**src/rtl/rc_car_motion_ctrl.sv**
```systemverilog
// rc_car_motion_ctrl: turns decoded UART command bytes into a registered drive
// state. Per-direction obstacle sensors are debounced, and motion toward a
// detected obstacle is blocked. Includes a command watchdog and timed turns
// that return to the heading held before the turn.
module rc_car_motion_ctrl #(
  parameter logic [7:0] CMD_UP    = 8'h71,
  parameter logic [7:0] CMD_DOWN  = 8'h77,
  parameter logic [7:0] CMD_LEFT  = 8'h65,
  parameter logic [7:0] CMD_RIGHT = 8'h72,
  parameter logic [7:0] CMD_ESTOP = 8'h74,
  parameter int         DEBOUNCE  = 4,
  parameter int         TIMEOUT   = 1000,
  parameter int         TURN_LEN  = 50
) (
  input  logic       clk,
  input  logic       rst,
  input  logic [7:0] cmd_data,
  input  logic       cmd_valid,
  input  logic [1:0] obst,
  output logic [2:0] state,
  output logic       is_crush,
  output logic [1:0] crush_dir,
  output logic       cmd_reject,
  output logic       timeout_stop
);

  localparam int WD_W      = (TIMEOUT > 0) ? $clog2(TIMEOUT + 1) : 1;
  localparam int TC_W      = (TURN_LEN > 0) ? $clog2(TURN_LEN + 1) : 1;
  localparam int WD_LAST   = (TIMEOUT > 0) ? TIMEOUT - 1 : 0;
  localparam int TURN_LAST = (TURN_LEN > 0) ? TURN_LEN - 1 : 0;
  localparam logic [7:0] DEB_MAX = 8'(DEBOUNCE);

  typedef enum logic [2:0] {
    S_STOP  = 3'b000,
    S_FWD   = 3'b001,
    S_BWD   = 3'b010,
    S_LEFT  = 3'b011,
    S_RIGHT = 3'b100
  } drive_e;

  drive_e            state_q, state_d;
  drive_e            saved_q, saved_d;
  logic [7:0]        deb_cnt_q [2];
  logic [7:0]        deb_cnt_d [2];
  logic [1:0]        dir_d;
  logic [WD_W-1:0]   wd_q, wd_d;
  logic [TC_W-1:0]   tc_q, tc_d;
  logic              reject_d, tstop_d, turn_start;

  logic cmd_up, cmd_dn, cmd_left, cmd_right, cmd_stop;
  logic up_ok, dn_ok, accepted, refuse;
  logic is_turn, legal, crash_stop, wd_fire, turn_exp;

  assign state = state_q;

  // Command decode and per-edge event conditions
  assign cmd_up     = cmd_valid && (cmd_data == CMD_UP);
  assign cmd_dn     = cmd_valid && (cmd_data == CMD_DOWN);
  assign cmd_left   = cmd_valid && (cmd_data == CMD_LEFT);
  assign cmd_right  = cmd_valid && (cmd_data == CMD_RIGHT);
  assign cmd_stop   = cmd_valid && (cmd_data == CMD_ESTOP);
  assign up_ok      = cmd_up && !crush_dir[0];
  assign dn_ok      = cmd_dn && !crush_dir[1];
  assign refuse     = (cmd_up && crush_dir[0]) || (cmd_dn && crush_dir[1]);
  assign accepted   = cmd_stop || up_ok || dn_ok || cmd_left || cmd_right;
  assign is_turn    = (state_q == S_LEFT) || (state_q == S_RIGHT);
  assign legal      = (state_q == S_STOP) || (state_q == S_FWD) ||
                      (state_q == S_BWD) || is_turn;
  assign crash_stop = ((state_q == S_FWD) && crush_dir[0]) ||
                      ((state_q == S_BWD) && crush_dir[1]);
  assign wd_fire    = (TIMEOUT != 0) && (state_q != S_STOP) &&
                      (wd_q == WD_W'(WD_LAST));
  assign turn_exp   = (TURN_LEN != 0) && is_turn && (tc_q == TC_W'(TURN_LAST));

  // Debounce next-state: count consecutive high samples, flag at DEBOUNCE
  always_comb begin
    for (int i = 0; i < 2; i++) begin
      deb_cnt_d[i] = 8'd0;
      dir_d[i]     = 1'b0;
      if (obst[i]) begin
        deb_cnt_d[i] = (deb_cnt_q[i] == DEB_MAX) ? deb_cnt_q[i] : deb_cnt_q[i] + 8'd1;
        dir_d[i]     = crush_dir[i] || ((deb_cnt_q[i] + 8'd1) >= DEB_MAX);
      end
    end
  end

  // Drive FSM next-state with ESTOP > crash > watchdog > command > turn expiry
  always_comb begin
    state_d    = state_q;
    saved_d    = saved_q;
    tstop_d    = 1'b0;
    turn_start = 1'b0;
    reject_d   = refuse;
    if (!legal) begin
      state_d = S_STOP;
    end else if (cmd_stop || crash_stop) begin
      state_d = S_STOP;
    end else if (wd_fire) begin
      state_d = S_STOP;
      tstop_d = 1'b1;
    end else if (up_ok) begin
      state_d = S_FWD;
    end else if (dn_ok) begin
      state_d = S_BWD;
    end else if (cmd_left || cmd_right) begin
      state_d    = cmd_left ? S_LEFT : S_RIGHT;
      turn_start = 1'b1;
      if ((state_q == S_FWD) || (state_q == S_BWD)) saved_d = state_q;
      else if (!is_turn)                            saved_d = S_STOP;
    end else if (turn_exp) begin
      if (((saved_q == S_FWD) && crush_dir[0]) || ((saved_q == S_BWD) && crush_dir[1]))
        state_d = S_STOP;
      else
        state_d = saved_q;
    end
  end

  // Watchdog and turn counter next values
  always_comb begin
    wd_d = wd_q + WD_W'(1);
    if (accepted || (state_q == S_STOP) || wd_fire || (TIMEOUT == 0)) wd_d = '0;
    tc_d = tc_q;
    if (turn_start)                                tc_d = '0;
    else if (is_turn && (tc_q != TC_W'(TURN_LAST))) tc_d = tc_q + TC_W'(1);
  end

  // State, flags, counters and output pulses
  always_ff @(posedge clk) begin
    if (rst) begin
      state_q      <= S_STOP;
      saved_q      <= S_STOP;
      deb_cnt_q[0] <= 8'd0;
      deb_cnt_q[1] <= 8'd0;
      crush_dir    <= 2'b00;
      is_crush     <= 1'b0;
      wd_q         <= '0;
      tc_q         <= '0;
      cmd_reject   <= 1'b0;
      timeout_stop <= 1'b0;
    end else begin
      state_q      <= state_d;
      saved_q      <= saved_d;
      deb_cnt_q[0] <= deb_cnt_d[0];
      deb_cnt_q[1] <= deb_cnt_d[1];
      crush_dir    <= dir_d;
      is_crush     <= |dir_d;
      wd_q         <= wd_d;
      tc_q         <= tc_d;
      cmd_reject   <= reject_d;
      timeout_stop <= tstop_d;
    end
  end

endmodule

```
**config.mk**
```make
export PLATFORM = sky130hd
export DESIGN_NAME = rc_car_motion_ctrl
export DESIGN_NICKNAME = d
export VERILOG_FILES = /design/src/rtl/rc_car_motion_ctrl.sv
export SDC_FILE = /design/constraint.sdc
export NUM_CORES = 1
export LEC_CHECK = 0
export CORE_ASPECT_RATIO = 1.75
export CORE_MARGIN = 3
export CORE_UTILIZATION = 55
export CTS_BUF_LIST = sky130_fd_sc_hd__clkbuf_8 sky130_fd_sc_hd__clkbuf_16
export CTS_CLUSTER_SIZE = 20
export DETAILED_ROUTE_END_ITERATION = 10
export GPL_TIMING_DRIVEN = 0
export MAX_ROUTING_LAYER = met4
export PLACE_DENSITY = 0.84
export REMOVE_ABC_BUFFERS = 1
export SLEW_MARGIN = 20
export SYNTH_ARGS = -nofsm -noshare
export SYNTH_HDL_FRONTEND = slang
export SYNTH_SLANG_ARGS = --single-unit
```
**constraint.sdc**
```tcl
create_clock -name clk -period 2.1 [get_ports clk]
set_input_delay 0.42 -clock clk [delete_from_list [all_inputs] [get_ports clk]]
set_output_delay 0.42 -clock clk [all_outputs]
set_load 0.05 [all_outputs]
```
Yosys cells after proc, flatten, opt, wreduce, memory -nomap -nowiden --
Memory sizes are Yosys's and may differ from the RTL's. Index checks and enable logic that the tools add are counted.
Word-level totals: word-level logic and storage cells 116, register bits after elaboration 27, output and inout bits 8, bits in writable memories 16, memories kept 1, bits of input ports 13
Operators by class: add/subtract/negate cells 4, mux-type cells 26, reduce and logical (&&, ||, !) cells 49, bitwise logic cells 7, equality and inequality tests 17, order comparisons 2
Memories:
- deb_cnt_q | depth 2, bits a word 8, rd ports 2, clocked after Yosys merged registers in 0, wr ports 2, line 43 | logic [7:0] deb_cnt_q [2];
Operator list (number):
- 8-bit 2-to-1 mux | 6
- 8-bit by 7-bit equality test with 1-bit output (second input constant) | 5
- 1-bit logical OR | 18
- 3-bit 2-to-1 mux | 6
- 8-bit by 1-bit adder with 8-bit output (second input constant) | 2
- 8-bit by 3-bit equality test with 1-bit output (second input constant) | 2
- 8-bit by 3-bit >= comparator with 1-bit output (second input constant) | 2
- 1-bit logical AND | 16
- 1-bit 2-to-1 mux | 13
- 10-bit by 1-bit adder with 10-bit output (second input constant) | 1
- 10-bit equality test (second input constant) | 1
- 3-bit by 2-bit equality test with 1-bit output (second input constant) | 3
- 7-bit AND reduction | 1
- 6-bit by 1-bit adder with 6-bit output (second input constant) | 1
- 3-bit by 1-bit equality test with 1-bit output (second input constant) | 2
- 6-bit equality test (second input constant) | 1
- 6-bit inequality test (second input constant) | 1
- 3-bit nonzero test | 2
- 2-bit OR reduction | 3
- 6-bit OR reduction | 1
- 1-bit inverter | 5
- 5-bit OR reduction | 1
- 4-bit nonzero test | 1
- 4-bit OR reduction | 1
- other kinds (8) | 10

Depth between registers and ports, before layout --
word-level depth 10, depth in mapped cells 8, mapped depth without buffers 7

Worst setup path after synthesis --
OpenSTA, ideal clock, no wires.
kind reg-to-reg, start point register state_q[2], in the netlist state[2], end point register state_q[1], in the netlist state[1], arrival 1907 ps, setup slack 69 ps, data required time 1975 ps, cell stages (with the launch flop) 6, clock period less this slack 2031 ps, cells stage by stage dfxtp_1 > or3b_4 > a211oi_4 > nor2_1 > o2bb2a_1 > a211oi_1
On the way: word-level cells in the longest chain between the ends 6, elaborated cells between the ends (all ways) 19, those cells by class eq/ne: 4; bitwise: 1; reduce/logical: 14
RTL lines:
- start, declared | line 41 | drive_e state_q, state_d;
- start signal, assigned | line 141 | state_q <= state_d;
- 3-bit by 1-bit equality test with 1-bit output or 3-bit zero test (tied branches) | line 67, 69
- 1-bit logical OR (2 in series) | line 67 | assign legal = (state_q == S_STOP) || (state_q == S_FWD) ||
- 1-bit logical OR | line 68 | (state_q == S_BWD) || is_turn;
- 1-bit inverter (no source line)
- 5-bit OR reduction (no source line)
Several ways; a longest one is shown, not always the timed one. A chain may end at the register's enable or synchronous reset.

Final worst setup path --
start point input cmd_data[4], end point register wd_q[4]
On the way: word-level cells in the longest chain between the ends 10, elaborated cells between the ends (all ways) 19, those cells by class eq/ne: 5; reduce/logical: 14
RTL lines:
- start, declared | line 17 | input logic [7:0] cmd_data,
- 8-bit by 7-bit equality test with 1-bit output | line 57 | assign cmd_up = cmd_valid && (cmd_data == CMD_UP);
- 1-bit logical AND | line 57
- 1-bit logical AND | line 62 | assign up_ok = cmd_up && !crush_dir[0];
- 1-bit logical OR (3 in series) | line 65 | assign accepted = cmd_stop || up_ok || dn_ok || cmd_left || cmd_right;
- 1-bit logical OR (*) | line 65
- 1-bit logical OR (*) (2 in series) | line 121 | if (accepted || (state_q == S_STOP) || wd_fire || (TIMEOUT == 0)) wd_d = '0;
- 2-bit OR reduction (no source line) (*)
- end signal, assigned | line 147 | wd_q <= wd_d;
- end, declared | line 46 | logic [WD_W-1:0] wd_q, wd_d;
Mark *: on every way between the ends. The rest lies on a longest branch, timed or not.

==> impl_metrics.yaml <==
setup_path:
  slowest_stage: "or4_4"
  cp.depth: 6
  path_delay_family: "simple AND/OR/NAND/NOR gates"
  regToRegSetupSlack_ps: 180
  crit_path_cell_trace: "clkdlybuf4s50_1 > nand4bb_1 > a211oi_4 > buf_4 > or4_4 > nor2_1"
  timing.rr.end: "tc_q[1]"
  critPathLaunch: "cmd_data[4]"
  crit_path_max_fanout: 10
  start_kind: "input port"
  crit_required_ps: 2320
  endpoint_kind: "flop"
  worstSetupPathType: "in -> reg"
  slowest_delay_ps: 620
  r2r-start: "state[0]"
  critical_path_buf_inv_count: 2
  endpoint: "wd_q[4]"
  reg2regPathDepth: 5
  arrival_ps: 2210
synth:
  synth_area_leaders: "dfxtp_1, nor2_1, xnor2_1, xor2_1, ha_1"
  synth_edf_count: 0
  ys_seq_area_share_pct: 36.71
  synth.avg_cell_area_sq_um: 8.949
  synth_xor_area_share_pct: 10.46
  synth-adder-area-share_pct: 3.735
  synth_area_leader_cell: "dfxtp_1"
  synth_top_cell_area_share_pct: 36.71
  synth.area.mux_share_pct: 0.4803
  ys_async_sr_fraction_pct: 0
  yosysWarnings: 0
  synth_top_family_by_area: "simple AND/OR/NAND/NOR gates"
  postSynthCellCount: 262
  synth_area_sq_um: 2345
  synth_ff_type: "dfxtp_1"
  synthSimpleGateAreaFrac_pct: 28.34
  synth_compound_area_share_pct: 15.74
  yosysUniqueCellTypes: 58
  ys_seq_elements: 43
power_and_ir_drop:
  p_per_area_nw_per_um2: 536.6
  pwr-share-comb_pct: 6.0
  p_sw_uw: 326.0
  p_sw_share_pct: 23.03
  cellInternalPower_mw: 1.089
  p_leak_nw: 0.9249
  seqPwrFrac_pct: 58.5
  p_clk_share_pct: 35.5
  ir_drop_mv: 0.6627
global_route:
  grt_pass1_vias: 1888
  antenna_found_initial: 0
  grt_first_pass_wirelength_microns: 7948
  grt_max_degree: 14
  grt_usage_pct: 19.35
  gr-total-overflow: 0
placement:
  dp_hpwl_microns: 3281
  place_area_sq_um: 2536
  portBuffers: 20
  gp_congestion: 0.8749
clock_tree:
  cts_buffers: 5
  cts_tree: "yes"
  root_buffer: "clkbuf_8"
  htreeDepth: 2
  clk_pin_slew_ps: 70
  hold_buffers: 0
  cts_buffer_depth: 2
  clk_latency_ps: 290
  cts.sinks: 43
routing:
  wl_microns: 4404
  top_layer: "met4"
  wl_per_cell_microns: 13.35
  dr_wl_met2_microns: 2445
  dr.pass1.iters: 4
  via_per_inst: 5.688
  drt-initial-drc-count: 53
  vias: 1877
  ant_nets: 0
  wl_met1_microns: 1798
  route.met3.wl_microns: 92
  drc: 0
finish:
  antennaDiodeCount: 0
  mostFrequentLayoutCell: "nor2_1"
  final_cell_mix: "nor2_1, dfxtp_1, nand3_1"
  synthToLayoutAreaGrowth_pct: 12.49
  fin_util_pct: 66.29
  drive_above_1_share_pct: 8.865
  design_area_sq_um: 2638
  fill_cells: 343
  final_nets: 301
hold_path:
  hold_class: "reg -> reg"
sta:
  report.final.slew_viol_count: 0
  fin_crit_ps: 1984
  finClkSkew_ps: 10.32
  period_share_pct: 94.48
  max_slew_margin_pct: 66.19
  setup_viol: 0
  fmaxAchievable_mhz: 504.0
  rsz0062_at_grt: "false"
  worstMarginPinSlew_ps: 506.3
  hold_violations: 0
floorplan:
  chipWidth_microns: 55.36
  die_h_microns: 92.38
  io_pins: 21
  start_util_pct: 58.93
  core_sq_um: 3979
  die_area_sq_um: 5113
  rows: 30
run:
  maxCapViolations: 0
status:
  outcome: "complete, no violations"
==> cell type report <==
class / instances / area [sq um] / area share (%)
Tap cell: 48 / 60.06 / 2.277
Inverter: 10 / 37.54 / 1.423
Clock buffer: 5 / 68.82 / 2.609
Clock inverter: 3 / 16.27 / 0.6167
Timing Repair Buffer: 21 / 206.4 / 7.827
Multi-Input combinational cell: 200 / 1388 / 52.61
Sequential cell: 43 / 860.8 / 32.64
==> per-layer routing <==
metal  vias up  GRT usage, %
met4         0         8.114
li1        962             -
met5         -             -
met2        29         34.39
met1       880         20.84
met3         6         3.487
==> power by group through the flow <==
stage | Sequential [mW] | Combinational [mW] | Clock (mW)
2_1_floorplan | 0.847 | 0.0409 | 0
3_3_place_gp | 0.846 | 0.0845 | 0
4_1_cts | 0.827 | 0.0857 | 0.522
3_5_place_dp | 0.846 | 0.0858 | 0
5_1_grt | 0.828 | 0.0951 | 0.560
6_report | 0.828 | 0.0849 | 0.503
==> stage by stage <==
step | power (mW) | hold WS (ps) | setup WS (ps) | std cells | setup TNS, ps
after floorplan | 0.8881 | 413.2 | 17.15 | 253 | 0
after global placement | 0.9305 | 427.6 | -594.3 | 321 | -8369
after detailed placement | 0.9321 | 445.6 | -606.9 | 321 | -8713
after CTS | 1.435 | 456.7 | 2.580 | 330 | 0
after global routing | 1.483 | 480.3 | 19.52 | 330 | 0
final | 1.415 | 449.3 | 115.8 | 330 | 0
==> worst reg2reg max path, cell delays in order, from the launching register on <==
cell      delay [ps]
dfxtp_1          600
nor3_2           100
or4_1            670
nand2_4          170
o21bai_2         120
a211oi_1         190
==> cells by family (layout without fill, tap and decap cells) <==
kind of cell / after synthesis / after routing
simple gates: 123 / 123
mux: 1 / 1
compound gates: 41 / 41
xor+xnor: 28 / 28
buf+inv: 19 / 39
fa+ha+maj: 7 / 7
flops: 43 / 43
==> sequential cells by signal, indices dropped and copies added, names as in the netlist <==
signal	flops
tc_q	6
state	3
wd_q	10
timeout_stop	1
cmd_reject	1
crush_dir	2
deb_cnt_q	16
is_crush	1
saved_q	3
==> how the worst min path moves through the flow <==
stage,startpoint,to,slack [ps],depth (start not counted)
5_1_grt,wd_q[0],wd_q[0],480,1
2_1_floorplan,wd_q[0],wd_q[0],410,1
4_1_cts,wd_q[0],wd_q[0],460,1
6_report,wd_q[0],wd_q[0],450,1
3_5_place_dp,wd_q[0],wd_q[0],450,1
3_3_place_gp,wd_q[0],wd_q[0],430,1
==> synthesized netlist by cell type (2+ instances only) <==
cell	n
nor2b_1	5
xor2_1	14
clkbuf_1	3
nor3_1	3
nand2b_1	4
o21bai_1	2
xnor2_1	14
or3_1	2
nor4_1	3
inv_1	10
nand2_1	13
nor2_2	2
o21ai_0	2
or4_1	3
nor2_1	46
o21a_1	2
nand3_1	15
ha_1	7
a211oi_4	2
a21oi_1	9
nor3b_1	2
nand4b_1	3
o31ai_1	2
a31oi_1	3
a211oi_1	4
nand4_1	7
buf_6	4
dfxtp_1	43
and3_1	4
==> repair_timing <==
| item | in CTS | in global routing |
|---|---|---|
| cloned | 0 | 0 |
| endpoints found under the setup margin | 24 | 16 |
| buffers inserted | 1 | 0 |
| gates resized for setup | 8 | 2 |
| pin swaps | 1 | 0 |
(Power assumes the default switching activity.)
